### src/rtl/descrambler_deframer_pkg.sv
// Shared defaults and state type for the self-synchronising descrambler/deframer.
package descrambler_deframer_pkg;

  localparam int LFSR_LEN_DEF = 15;
  localparam int TAP_DEF      = 14;
  localparam int BYTE_W_DEF   = 8;

  typedef enum logic {
    FLUSH = 1'b0,
    RUN   = 1'b1
  } state_t;

endpackage

### src/rtl/descrambler_deframer_bit_packer.sv
// Serial-to-word packer with a single holding register and sticky overflow.
// Bits arrive LSB first; a completed word loads the holding register only if it
// is empty or being accepted in the same cycle, otherwise the word is dropped.
module bit_packer
  import descrambler_deframer_pkg::*;
#(
  parameter int BYTE_W = BYTE_W_DEF
) (
  input  logic              clk,
  input  logic              rst_n,
  input  logic              clr,
  input  logic              in_bit,
  input  logic              in_valid,
  input  logic              ready,
  output logic [BYTE_W-1:0] data,
  output logic              data_valid,
  output logic              overflow
);

  localparam int CW = (BYTE_W > 1) ? $clog2(BYTE_W) : 1;
  localparam logic [CW-1:0] CNT_LAST = CW'(BYTE_W - 1);

  logic [BYTE_W-1:0] acc;
  logic [BYTE_W-1:0] word;
  logic [CW-1:0]     bit_cnt;
  logic              complete;
  logic              accept;
  logic              load;

  assign complete = in_valid & (bit_cnt == CNT_LAST);
  assign accept   = data_valid & ready;
  assign load     = complete & (~data_valid | ready);

  // Word as it stands once the incoming bit is placed at its position.
  always_comb begin
    word          = acc;
    word[bit_cnt] = in_bit;
  end

  // Accumulator and bit position; cleared on resync so partial words vanish.
  always_ff @(posedge clk or negedge rst_n) begin
    if (!rst_n) begin
      acc     <= '0;
      bit_cnt <= '0;
    end else if (clr) begin
      acc     <= '0;
      bit_cnt <= '0;
    end else if (in_valid) begin
      acc     <= word;
      bit_cnt <= complete ? '0 : bit_cnt + 1'b1;
    end
  end

  // Holding register handshake; a held word survives resync.
  always_ff @(posedge clk or negedge rst_n) begin
    if (!rst_n) begin
      data       <= '0;
      data_valid <= 1'b0;
    end else if (load) begin
      data       <= word;
      data_valid <= 1'b1;
    end else if (accept) begin
      data_valid <= 1'b0;
    end
  end

  // Sticky flag for a completed word that found the holding register busy.
  always_ff @(posedge clk or negedge rst_n) begin
    if (!rst_n) begin
      overflow <= 1'b0;
    end else if (clr) begin
      overflow <= 1'b0;
    end else if (complete && !load) begin
      overflow <= 1'b1;
    end
  end

endmodule

### src/rtl/descrambler_deframer.sv
// Self-synchronising descrambler (1 + x^TAP + x^LFSR_LEN) with flush/run lock
// FSM and word deframing. The shift register holds received (scrambled) bits,
// so it is correct after LFSR_LEN bits regardless of the scrambler seed.
module descrambler_deframer
  import descrambler_deframer_pkg::*;
#(
  parameter int LFSR_LEN = LFSR_LEN_DEF,
  parameter int TAP      = TAP_DEF,
  parameter int BYTE_W   = BYTE_W_DEF
) (
  input  logic              clk_i,
  input  logic              rst_n_i,
  input  logic              bit_i,
  input  logic              bit_valid_i,
  input  logic              sync_clr_i,
  output logic              bit_o,
  output logic              bit_valid_o,
  output logic [BYTE_W-1:0] data_o,
  output logic              data_valid_o,
  input  logic              data_ready_i,
  output logic              locked_o,
  output logic              overflow_o
);

  localparam int FCW = $clog2(LFSR_LEN + 1);
  localparam logic [FCW-1:0] FLUSH_LAST = FCW'(LFSR_LEN - 1);
  localparam logic [FCW-1:0] FLUSH_MAX  = FCW'(LFSR_LEN);

  state_t            state;
  state_t            state_next;
  logic [LFSR_LEN:1] sr;
  logic [FCW-1:0]    flush_cnt;
  logic              take;
  logic              run_bit;
  logic              d;

  // A bit is consumed only when valid and not overridden by a resync request.
  assign take    = bit_valid_i & ~sync_clr_i;
  assign run_bit = take & (state == RUN);
  assign d       = bit_i ^ sr[TAP] ^ sr[LFSR_LEN];

  // Lock FSM: leave FLUSH on the bit that completes the flush, drop on resync.
  always_comb begin
    state_next = state;
    case (state)
      FLUSH: begin
        if (sync_clr_i) begin
          state_next = FLUSH;
        end else if (take && (flush_cnt == FLUSH_LAST)) begin
          state_next = RUN;
        end else begin
          state_next = FLUSH;
        end
      end
      RUN: begin
        if (sync_clr_i) begin
          state_next = FLUSH;
        end else begin
          state_next = RUN;
        end
      end
      default: state_next = FLUSH;
    endcase
  end

  // State register; locked is registered from the next state so both move together.
  always_ff @(posedge clk_i or negedge rst_n_i) begin
    if (!rst_n_i) begin
      state    <= FLUSH;
      locked_o <= 1'b0;
    end else begin
      state    <= state_next;
      locked_o <= (state_next == RUN);
    end
  end

  // Descrambler history of received bits plus saturating flush counter.
  always_ff @(posedge clk_i or negedge rst_n_i) begin
    if (!rst_n_i) begin
      sr        <= '0;
      flush_cnt <= '0;
    end else if (sync_clr_i) begin
      sr        <= '0;
      flush_cnt <= '0;
    end else if (bit_valid_i) begin
      sr <= {sr[LFSR_LEN-1:1], bit_i};
      if (flush_cnt != FLUSH_MAX) begin
        flush_cnt <= flush_cnt + 1'b1;
      end
    end
  end

  // Registered serial output, only qualified while locked.
  always_ff @(posedge clk_i or negedge rst_n_i) begin
    if (!rst_n_i) begin
      bit_o       <= 1'b0;
      bit_valid_o <= 1'b0;
    end else begin
      bit_valid_o <= run_bit;
      if (run_bit) begin
        bit_o <= d;
      end
    end
  end

  bit_packer #(
    .BYTE_W(BYTE_W)
  ) u_bit_packer (
    .clk       (clk_i),
    .rst_n     (rst_n_i),
    .clr       (sync_clr_i),
    .in_bit    (d),
    .in_valid  (run_bit),
    .ready     (data_ready_i),
    .data      (data_o),
    .data_valid(data_valid_o),
    .overflow  (overflow_o)
  );

endmodule

### config.mk
export PLATFORM = sky130hd
export DESIGN_NAME = descrambler_deframer
export DESIGN_NICKNAME = d
export VERILOG_FILES = /design/src/rtl/descrambler_deframer_pkg.sv /design/src/rtl/descrambler_deframer_bit_packer.sv /design/src/rtl/descrambler_deframer.sv
export SDC_FILE = /design/constraint.sdc
export NUM_CORES = 1
export LEC_CHECK = 0
export ABC_AREA = 0
export BUFFER_PORTS_ARGS = -buffer_cell sky130_fd_sc_hd__clkbuf_2
export CAP_MARGIN = 20
export CORE_ASPECT_RATIO = 0.6
export CORE_MARGIN = 3
export CORE_UTILIZATION = 44
export DETAILED_ROUTE_END_ITERATION = 10
export GPL_ROUTABILITY_DRIVEN = 0
export SYNTH_ARGS = -nofsm -noshare
export SYNTH_HDL_FRONTEND = slang
export SYNTH_SLANG_ARGS = --single-unit
### constraint.sdc
create_clock -name clk_i -period 4.3 [get_ports clk_i]
set_input_delay 0.215 -clock clk_i [delete_from_list [all_inputs] [get_ports clk_i]]
set_output_delay 0.215 -clock clk_i [all_outputs]
set_load 0.01 [all_outputs]
======== Word level (Yosys, flattened, before mapping) ========
Cells that the tools add are included.
cells by class
  add/subtract/negate cells ............... 2
  $mul .................................... 0
  divide/modulo/power cells ............... 0
  order comparisons ....................... 2
  equality and inequality tests ........... 3
  shift operators ......................... 0
  mux-type cells .......................... 21
  bitwise logic cells ..................... 11
  reductions and logical operators ........ 10
operator list
  kind                                                 count
  2-to-1 mux 15 bit                                    2
  2-to-1 mux 8 bit                                     2
  2-to-1 mux 4 bit                                     3
  nonzero test 2 bit                                   5
  2-to-1 mux 3 bit                                     3
  bitwise mux 8 bit                                    1
  2-to-1 mux 1 bit                                     8
  AND 1 bit                                            5
  adder 4 x 1 -> 4 bit, second input constant          1
  equality test 4 bit, second input constant           1
  < comparator 3 x 4 -> 1 bit, second input constant   1
  inequality test 4 bit, second input constant         1
  adder 3 x 1 -> 3 bit, second input constant          1
  demux 1 bit (select 3 bit)                           1
  equality test 3 bit, second input constant           1
  >= comparator 3 x 1 -> 1 bit, second input constant  1
  logical AND 1 bit                                    3
  inverter 1 bit                                       3
  one-hot mux 1 bit (2 select lines)                   1
  AND reduction 2 bit                                  1
  bitwise XOR 1 bit                                    2
  logical NOT 1 bit                                    1
  OR 1 bit                                             1
storage, ports and cells
  register bits after elaboration ......... 43
  latch bits .............................. 0
  bits in writable memories ............... 0
  ROM bits ................................ 0
  input bits .............................. 6
  output and inout port bits .............. 13
  memories kept ........................... 0

======== Longest topological paths before layout ========
Gate-level depths: netlist of the first run.
  depth after elaboration ................. 9
  gate-level depth with buffers ........... 6

======== Modules after synthesis ========
Synthesis of the first run repeated with hierarchy kept, for this count alone.
second synthesis, totals
  cell total of the unflattened synthesis .. 194
  area total of the unflattened synthesis .. 2087.0 µm²
modules (own cells, without submodules)
  module                times used  cells each  area each (µm²)
  bit_packer            1           113         1123.6
  descrambler_deframer  1           81          963.4

======== Worst setup path after synthesis of the first run ========
No wires, ideal clock.
  path type ............................... flip-flop to flip-flop
  start point ............................. reg u_bit_packer.bit_cnt[0]
  end point ............................... reg u_bit_packer.data[3]
  setup time .............................. 0.125 ns
  arrival ................................. 1.463 ns
  data required time ...................... 4.175 ns
  slack ................................... 2.712 ns
  stages on the path, launching flop included .. 7
  cells stage by stage .................... dfrtp_1 -> ha_1 -> ha_1 -> clkbuf_1 -> and3_1 -> buf_2 -> mux2_4
on the way
  longest elaborated chain between the ends .. 5
ends and longest elaborated chain
  element                                                                                                   RTL line                               source
  from (decl)                                                                                               descrambler_deframer_bit_packer.sv:25  logic [CW-1:0] bit_cnt;
  from (signal assigned)                                                                                    descrambler_deframer_bit_packer.sv:50  bit_cnt <= complete ? '0 : bit_cnt + 1'b1;
  < comparator 3 x 4 -> 1 bit (not written as such) / >= comparator 3 x 1 -> 1 bit (equally long branches)  descrambler_deframer_bit_packer.sv:37  word[bit_cnt] = in_bit;
  logical AND 1 bit (not written as such)                                                                   descrambler_deframer_bit_packer.sv:37
  2-to-1 mux 1 bit (not written as such)                                                                    descrambler_deframer_bit_packer.sv:37
  demux 1 bit (select 3 bit)                                                                                n/a
  bitwise mux 8 bit                                                                                         descrambler_deframer_bit_packer.sv:37
  to (signal assigned)                                                                                      descrambler_deframer_bit_packer.sv:60  data <= word;
  to (decl)                                                                                                 descrambler_deframer_bit_packer.sv:15  output logic [BYTE_W-1:0] data,
Parallel ways exist; a longest one is shown, timed or not.
A chain may end at the register's enable or synchronous reset.

======== Worst setup path in the final report of the first run ========
  start point ............................. reg u_bit_packer.bit_cnt[0]
  end point ............................... reg u_bit_packer.data[7]
The elaborated chain is that of the path after synthesis.

==> impl_results.md, run 1 <==
* Max Root-Sink Buffers at 2
* DR WL met2 at 1.51 mm
* Die ar. at 0.00541 mm²
* CTS tree: built
* Final #Nets at 200
* Hold Violations, Final at 0
* CP required at about 4.5 ns
* N_diodes at 0
* Yosys top cell by area: dfrtp_1
* Placed cell areas at 0.00210 mm²
* Fin crit period at 1.96 ns
* Mapped Cells at 177
* Commonest non-fill, non-tap cell in the layout: dfrtp_1
* Power Density at just over 300 mW/mm²
* Global-route wire length before repair at 6.27 mm
* Hold/Removal Path Class: input port to flop
* CTS hold repair buffers at 0
* Critical-path cell list: ha_1, ha_1, and3_1, mux2_4
* Worst-path clk slew at 0.07 ns
* Fin worst setup slack at 2.34 ns
* Setup bufs post-CTS at 0
* Most used cell, CP: ha_1
* Synth Warn # at 0
* Primary FF master, synth: dfrtp_1
* Simple-gate area share of the yosys netlist at 12.1%
* Dominant cells by area after synthesis: dfrtp_1 (54%), mux2i_1 (10%), nor2_1 (3.2%)
* Slowest cell delay on critical path at 0.53 ns
* DRC at 0
* Crit path buf inv count at 0
* RSZ-0062 raised after global routing: false
* Final Cell Area at 0.00220 mm²
* TritonCTS Sinks at 43
* Final WL at around 3.6 mm
* Initial Utilization at 47.2%
* Max_slew headroom at 53.2%
* Crit start category: flop
* Worst IR Drop VDD at 0.129 mV
* Worst Tran Pin Value at 0.702 ns
* Setup CP Type: flop to flop
* Clock latency on the worst-skew pair at between 0.2 and 0.3 ns
* Synth Register Bits at between 40 and 50
* CTS resizes at 0
* Setup TNS Final at 0 ns
* Max stage delay cell, worst path: dfrtp_1
* Post-Route Skew at 0.00475 ns
* Pre-CTS setup slack at roughly 2.1 ns
* Fmax achieved at 510 MHz
* Number of synthesized flops with an enable pin at 0
* CTS H-tree lvls at 2
* DR vias at 1332
* DP HPWL at around 2.5 mm
* Most frequent cells in the layout: dfrtp_1 (43), mux2i_1 (20), clkbuf_2 (18)
* Chip Height at 58.2 µm
* Synth-to-Final Area Change at 10.2%
* Crit. End Element: flop
* TritonCTS buffer count at 5
* ANT nets after route at 0
* Site Rows at 18
* Synth Area in Compound Gates at 11.9%
* Register area share after synthesis at between 50% and 60%
* Status: complete, no violations
* Final period util at 45.6%
* Total I/O pin count at 19
* Setup violators final at 0
* Adder-Cell Fraction of Synth Area at under 10%
* Final Max Slew Viols at 0
* Initial DRC count at 93
* Syn_nets at 187
* DR top layer: met3
* Antenna violations before repair at 0
* WP data arrival at 2.13 ns
* Core area at 0.00423 mm²
* Max-Cap Viols at 0
* Crit-path max FO at 11
* Synth Area in XOR/XNOR at 1.25%
* Number of fill cells at between 300 and 400
* Die width at 93.0 µm
* Layout cell share with drive strength beyond 1 at 17.5%
* Async set-or-reset flop fraction in the synthesized netlist at 100%
* Distinct cell type count after synthesis at 31
* Total track usage at around 15%
* Crit-path leading delay family: flip-flops
* GRT overflow at 0
* Mapped cell area at 0.00200 mm²
* Yosys top cell area share at between 50% and 60%
* WL met3 at 155 µm
* Drt wl/cell at 14.3 µm
* Port buffer count at 18
* Via density at 5.35
* Pin count of the biggest net entering global routing at 44
* Largest family of logic cells by synthesized area: multiplexers
* Root buffer cell: clkbuf_8
* Flop2flop setup slack at between 2 and 2.5 ns
* Vias in the first global route at 1256
* Post-Route M1 WL at roughly 1.9 mm
* Mux cell area share after synthesis at 14.0%
* Drt pass-1 iters at 4
* Lkg Pwr at between 0.001 and 0.0015 µW
* Mean Syn Cell Area at 11.3 µm²
## kinds of logic (layout without fill, tap and decap cells)
kind of cell             count (synthesis)  in the layout
adder cells (fa/ha/maj)                  4              4
buffers and inverters                   20             32
AND/OR/NAND/NOR                         46             46
XOR/XNOR                                 1              1
AO/OA/AOI/OAI                           37             37
flip-flops                              43             43
multiplexers                            26             26
## routing by layer
| metal | track usage, % | up-vias |
|---|---|---|
| li1 | - | 659 |
| met1 | 24.2 | 655 |
| met2 | 19.4 | 18 |
| met3 | 5.06 | 0 |
| met4 | 2.71 | 0 |
| met5 | 0 | - |
## per-stage QoR
step / std cells / hold WS (ns) / utilization (%) / total power, µW
after floorplan: 177 / -0.0806 / - / 437
after global placement: 241 / 0.427 / 49.5 / 449
after detailed placement: 241 / 0.455 / 49.5 / 450
after CTS: 247 / 0.141 / 51.2 / 683
after global routing: 249 / 0.242 / 52.0 / 708
final: 249 / 0.213 / 52.0 / 674
## cell type report
class	instances	area (µm²)	share of cell area, %
clock buffers	6	72.6	3.30
inverters	6	22.5	1.02
repair buffers	20	120	5.46
multi-input cells	114	833	37.9
well taps	60	75.1	3.41
flip-flops and latches	43	1080	48.9
## where the power goes
group / switching, µW / internal [µW]
combinational: 22.6 / 13.0
clock: 121 / 108
sequential: 2.26 / 407
## cell usage after synthesis (3+ instances only)
library cell,n
a22o_1,4
nand2_1,6
nor3_1,3
nor3b_1,3
nand3_1,6
mux2_4,3
mux2_2,3
buf_2,10
clkbuf_1,4
mux2i_1,20
nor2_1,17
inv_1,6
dfrtp_1,43
a21oi_1,8
o211ai_1,4
a31oi_1,9
nand3b_1,3
o21ai_0,7
ha_1,4
## registers in the layout (all words and copies together), names as in the netlist
| register | flops |
|---|---|
| sr | 15 |
| u_bit_packer.acc | 8 |
| flush_cnt | 4 |
| u_bit_packer.data | 8 |
| state | 1 |
| u_bit_packer.data_valid | 1 |
| bit_valid_o | 1 |
| bit_o | 1 |
| u_bit_packer.overflow | 1 |
| u_bit_packer.bit_cnt | 3 |
## worst paths after layout
path                                                     start  depth (start not counted)                                 to
max in group asynchronous                              rst_n_i                          3                 sr[12]$_DFFE_PN0P_
setup / recovery           u_bit_packer.bit_cnt[0]$_DFFE_PN0P_                          4   u_bit_packer.data[7]$_DFFE_PN0P_
hold / removal                                           bit_i                          3                  sr[1]$_DFFE_PN0P_
hold reg to reg              u_bit_packer.overflow$_DFFE_PN0P_                          1  u_bit_packer.overflow$_DFFE_PN0P_
min in group asynchronous                              rst_n_i                          2   u_bit_packer.data[1]$_DFFE_PN0P_
setup reg to reg           u_bit_packer.bit_cnt[0]$_DFFE_PN0P_                          4   u_bit_packer.data[7]$_DFFE_PN0P_
## worst reg2reg max path: stages (launching register included)
cell     delay [ns]
dfrtp_1        0.53
ha_1           0.20
ha_1           0.31
and3_1         0.47
mux2_4         0.34
No activity file was read; power rests on OpenSTA's default activity.
==> run 2, diff against run 1 <==
==> constraint.sdc (replaced) <==
create_clock -name clk_i -period 1.6 [get_ports clk_i]
set_input_delay 0.08 -clock clk_i [delete_from_list [all_inputs] [get_ports clk_i]]
set_output_delay 0.08 -clock clk_i [all_outputs]
set_load 0.01 [all_outputs]
==> impl_results.md, run 2 (synthesized netlist as in run 1, its figures left out) <==
* Hold-critical path depth at 3
* Worst R2R End: u_bit_packer.data[3]$_DFFE_PN0P_
* Hold Violations, Final at 0
* CP required at 1.77 ns
* Max Root-Sink Buffers at 2
* Hold/Removal Path Class: input port to flop
* Setup TNS Final at 0 ns
* RSZ-0062 raised after global routing: false
* Max-Cap Viols at 0
* Final WL at roughly 4.0 mm
* Placed cell areas at 0.00221 mm²
* Fin worst setup slack at 0.0879 ns
* CTS tree: built
* Total track usage at 16.4%
* GRT overflow at 0
* Sequential share of power at 60.5%
* Comb power frac at 5.4%
* Site Rows at 18
* Largest regs: sr (15), u_bit_packer.acc (8), u_bit_packer.data (8)
* Initial Utilization at 47.2%
* ANT nets after route at 0
* Post-Route Skew at 0.00617 ns
* Initial DRC count at 70
* Synth-to-Final Area Change at 14.8%
* Commonest non-fill, non-tap cell in the layout: dfrtp_1
* Fin crit period at 1.51 ns
* Worst IR Drop VDD at 0.376 mV
* Crit. End Element: flop
* TritonCTS buffer count at 5
* Critical-path cell list: ha_1, and3_1, mux2_4
* Power Density at slightly below 800 mW/mm²
* Setup CP Type: flop to flop
* Final Cell Area at around 0.0023 mm²
* Worst hold start: bit_i
* Max FFs per register at 15
* Worst Tran Pin Value at about 0.54 ns
* Status: complete, no violations
* Post-Layout Cell Count at 263
* Clk pwr share at 34.1%
* GR Layer Usage met2 at 24.3%
* Worst hold slack at between 0.1 and 0.15 ns
* CTS resizes at 0
* Pint at 1420 µW
* Global-route wire length before repair at 6.88 mm
* Root buffer cell: clkbuf_8
* Placed Cells at 256
* Hold Path End: sr[1]$_DFFE_PN0P_
* Drt wl/cell at 15.2 µm
* Max_slew headroom at 64.1%
* Pin count of the biggest net entering global routing at 44
* Final period util at a little over nine tenths
* DRC at 0
* Setup bufs post-CTS at 0
* Most flops, register: sr
* Crit path buf inv count at 0
* Critical Path Source: u_bit_packer.bit_cnt[2]$_DFFE_PN0P_
* R2R depth at 3
* Antenna violations before repair at 0
* WP depth at 3
* Core area at between 0.004 and 0.005 mm²
* Crit-path max FO at 10
* TritonCTS Sinks at 43
* Crit start category: flop
* Fmax achieved at around 660 MHz
* Drt pass-1 iters at 4
* Crit-path leading delay family: flip-flops
* Grt met1 use at between 20% and 30%
* Pre-CTS setup slack at 0.0984 ns
* Lkg Pwr at 0.00118 µW
* Worst-path clk slew at 0.07 ns
* Setup violators final at 0
* Clock latency on the worst-skew pair at ~0.28 ns
* Slowest cell delay on critical path at 0.52 ns
* Final #Nets at 214
* Total I/O pin count at 19
* Die ar. at 0.00541 mm²
* Most frequent cells in the layout: dfrtp_1 (43), mux2i_1 (20), clkbuf_2 (18)
* Max stage delay cell, worst path: dfrtp_1
* Via density at around 5.4
* Met3 Track Usage GR at 4.28%
* Chip Height at slightly below 60 µm
* Global routing's busiest layer: met1
* Final Max Slew Viols at 0
* Vias in the first global route at 1391
* CTS hold repair buffers at 1
* CTS H-tree lvls at 2
* Flop2flop setup slack at 0.09 ns
* N_diodes at 0
* P_sw at ~400 µW
* Port buffer count at 18
* Die width at around 93 µm
* DR vias at 1411
* Sw Share at about 22%
* WP data arrival at 1.68 ns
* R2r startpoint: u_bit_packer.bit_cnt[2]$_DFFE_PN0P_
* DP HPWL at between 2 and 3 mm
* Layout cell share with drive strength beyond 1 at a little under a quarter
[run 2: cell types whose count changed in the layout (fill, tap and decap cells not counted)]
cell	before	now
buf_4	0	15
buf_12	1	0
[run 2: area by class of cell]
type	instances	area, µm²
Sequential cell	43	1080
Tap cell	60	75.1
Fill cell	385	1940
Inverter	6	22.5
Clock buffer	6	72.6
Timing Repair Buffer	34	213
Multi-Input combinational cell	114	833
[run 2: through the flow]
stage | utilization (%) | power [µW]
CTS | 54.1 | 1850
floorplan | - | 1170
finish | 54.1 | 1820
global route | 54.1 | 1910
detailed placement | 52.2 | 1220
global placement | 52.2 | 1210
[run 2: power by group through the flow]
stage	logic, µW	clock network [µW]	registers (µW)
6_report	98.6	619	1100
3_3_place_gp	94.6	0	1120
3_5_place_dp	99.3	0	1120
4_1_cts	101	652	1100
2_1_floorplan	56.4	0	1120
5_1_grt	111	698	1100
[run 2: worst max-delay path by stage]
stage	slack [ns]	endpoint
2_1_floorplan	0.01	u_bit_packer.data[3]$_DFFE_PN0P_
3_3_place_gp	0.16	u_bit_packer.data[7]$_DFFE_PN0P_
3_5_place_dp	0.1	u_bit_packer.data[7]$_DFFE_PN0P_
6_report	0.09	u_bit_packer.data[3]$_DFFE_PN0P_
4_1_cts	0.09	u_bit_packer.data[3]$_DFFE_PN0P_
5_1_grt	0.03	u_bit_packer.data[3]$_DFFE_PN0P_
[run 2: layer usage]
layer  up-vias  wire [µm]
met5         -          0
met3         2        125
li1        683          -
met4         0         12
met2        23       1740
met1       703       2120
[run 2: worst min-delay path, cell delays in order]
cell and delay (ns):
clkbuf_2 0.10, mux2i_1 0.07, nor2_1 0.10
==> run 3, diff against run 2 <==
--- a/config.mk
+++ b/config.mk
@@ -13,6 +13,7 @@
 export CORE_UTILIZATION = 44
 export DETAILED_ROUTE_END_ITERATION = 10
 export GPL_ROUTABILITY_DRIVEN = 0
+export RECOVER_POWER = 25
 export SYNTH_ARGS = -nofsm -noshare
 export SYNTH_HDL_FRONTEND = slang
 export SYNTH_SLANG_ARGS = --single-unit
==> impl_results.md, run 3 (synthesized netlist as in run 1, its figures left out) <==
* Largest regs: sr (15), u_bit_packer.acc (8), u_bit_packer.data (8)
* Crit-path leading delay family: flip-flops
* DRC at 0
* Pint at ~1400 µW
* P_sw at around 400 µW
* Antenna violations before repair at 0
* Worst Tran Pin Value at between 1 and 1.5 ns
* Final period util at 94.5%
* Post-Route Skew at 0.00615 ns
* Clock latency on the worst-skew pair at 0.28 ns
* Critical Path Source: u_bit_packer.bit_cnt[2]$_DFFE_PN0P_
* Sw Share at 21.9%
* Die width at 93.0 µm
* Fin worst setup slack at around 0.09 ns
* Root buffer cell: clkbuf_8
* Max_slew headroom at 30.0%
* Initial Utilization at 47.2%
* WP data arrival at 1.68 ns
* Crit. End Element: flop
* Commonest non-fill, non-tap cell in the layout: dfrtp_1
* Critical-path cell list: ha_1, and3_1, mux2_4
* Setup CP Type: flop to flop
* Total I/O pin count at 19
* Worst hold start: bit_i
* Pre-CTS setup slack at slightly below 0.1 ns
* Most flops, register: sr
* Lkg Pwr at between 0.001 and 0.0015 µW
* Crit-path max FO at 10
* Status: complete, no violations
* Vias in the first global route at 1391
* Worst hold slack at 0.105 ns
* Crit path buf inv count at 0
* Drt pass-1 iters at 4
* DR vias at 1418
* Setup violators final at 0
* Footprint of the multi-input gates at about 830 µm²
* Crit start category: flop
* RSZ-0062 raised after global routing: false
* Core area at 0.00423 mm²
* Initial DRC count at 70
* Setup TNS Final at 0 ns
* CTS resizes at 0
* Chip Height at 58.2 µm
* Synth-to-Final Area Change at 14.6%
* Final Max Slew Viols at 0
* Max stage delay cell, worst path: dfrtp_1
* ANT nets after route at 0
* Final Power at 1820 µW
* Power Density at 793 mW/mm²
* CTS H-tree lvls at 2
* Fmax achieved at 661 MHz
* Global-route wire length before repair at around 6.9 mm
* Max Root-Sink Buffers at 2
* Hold/Removal Path Class: input port to flop
* Setup bufs post-CTS at 0
* Via density at 5.39
* Comb power frac at 5.4%
* TritonCTS buffer count at 5
* Die ar. at 0.00541 mm²
* Final WL at 4.01 mm
* CP required at about 1.8 ns
* Slowest cell delay on critical path at 0.52 ns
* TritonCTS Sinks at 43
* Hold Violations, Final at 0
* N_diodes at 0
* DP HPWL at between 2 and 3 mm
* Drt wl/cell at ~15 µm
* Final #Nets at 214
* Clk pwr share at 34.1%
* Site Rows at 18
* Reg area at 0.00108 mm²
* Max-Cap Viols at 0
* Port buffer count at 18
* Max FFs per register at 15
* CTS tree: built
* Layout cell share with drive strength beyond 1 at between 20% and 30%
* R2r startpoint: u_bit_packer.bit_cnt[2]$_DFFE_PN0P_
* Pin count of the biggest net entering global routing at 44
* CTS hold repair buffers at 1
* Sequential share of power at between 60% and 70%
* GRT overflow at 0
* Fin crit period at 1.51 ns
* Total track usage at 16.4%
* Most frequent cells in the layout: dfrtp_1 (43), mux2i_1 (20), clkbuf_2 (18)
* Worst-path clk slew at 0.07 ns
* Worst IR Drop VDD at between 0.3 and 0.4 mV
* Number of fill cells at 385
run 3: changes by cell type in the layout (fill, tap and decap cells not counted):
cell / delta
clkbuf_1: +1
buf_4: -1
run 3: path summary, 6_finish.rpt:
check                           slack, ns                               end  cells after the start
worst min-delay path                 0.11                 sr[1]$_DFFE_PN0P_                      3
worst max-delay path                 0.09  u_bit_packer.data[3]$_DFFE_PN0P_                      3
max in group asynchronous            0.35  u_bit_packer.data[3]$_DFFE_PN0P_                      3
min in group asynchronous            0.60  u_bit_packer.data[1]$_DFFE_PN0P_                      3
worst max register to register       0.09  u_bit_packer.data[3]$_DFFE_PN0P_                      3
worst min register to register       0.49                 bit_o$_DFFE_PN0P_                      2
run 3: power by group through the flow:
stage                     Combinational, µW  Clock (µW)  Sequential [µW]
after global routing                    110         698             1100
after detailed placement               99.3           0             1120
after CTS                               101         652             1100
after floorplan                        56.4           0             1120
after global placement                 94.6           0             1120
final                                  97.7         619             1100
run 3: cell type report:
cell class / count / area share [%]
Tap cell: 60 / 3.28
Sequential cell: 43 / 47.0
Inverter: 6 / 0.984
Timing Repair Buffer: 34 / 9.13
Clock buffer: 6 / 3.17
Multi-Input combinational cell: 114 / 36.4
run 3: metrics by stage:
step,utilization [%],cells,instance area [µm²]
floorplan,-,177,2000
global placement,52.2,256,2210
detailed placement,52.2,256,2210
CTS,54.1,263,2290
global route,54.0,263,2290
finish,54.0,263,2290
run 3: worst reg2reg max path, stage by stage (launching register included):
cell and delay, ns:
dfrtp_1 0.52, ha_1 0.22, and3_1 0.33, mux2_4 0.33
run 3: routing by layer:
layer	up-vias	part of all wire (%)	routed length, µm	global-route usage (%)
met1	706	53	2130	24.3
met5	-	0	0	0
met4	0	0.30	12	3.76
met2	26	44	1750	24.3
li1	684	-	-	-
met3	2	3.0	122	4.28
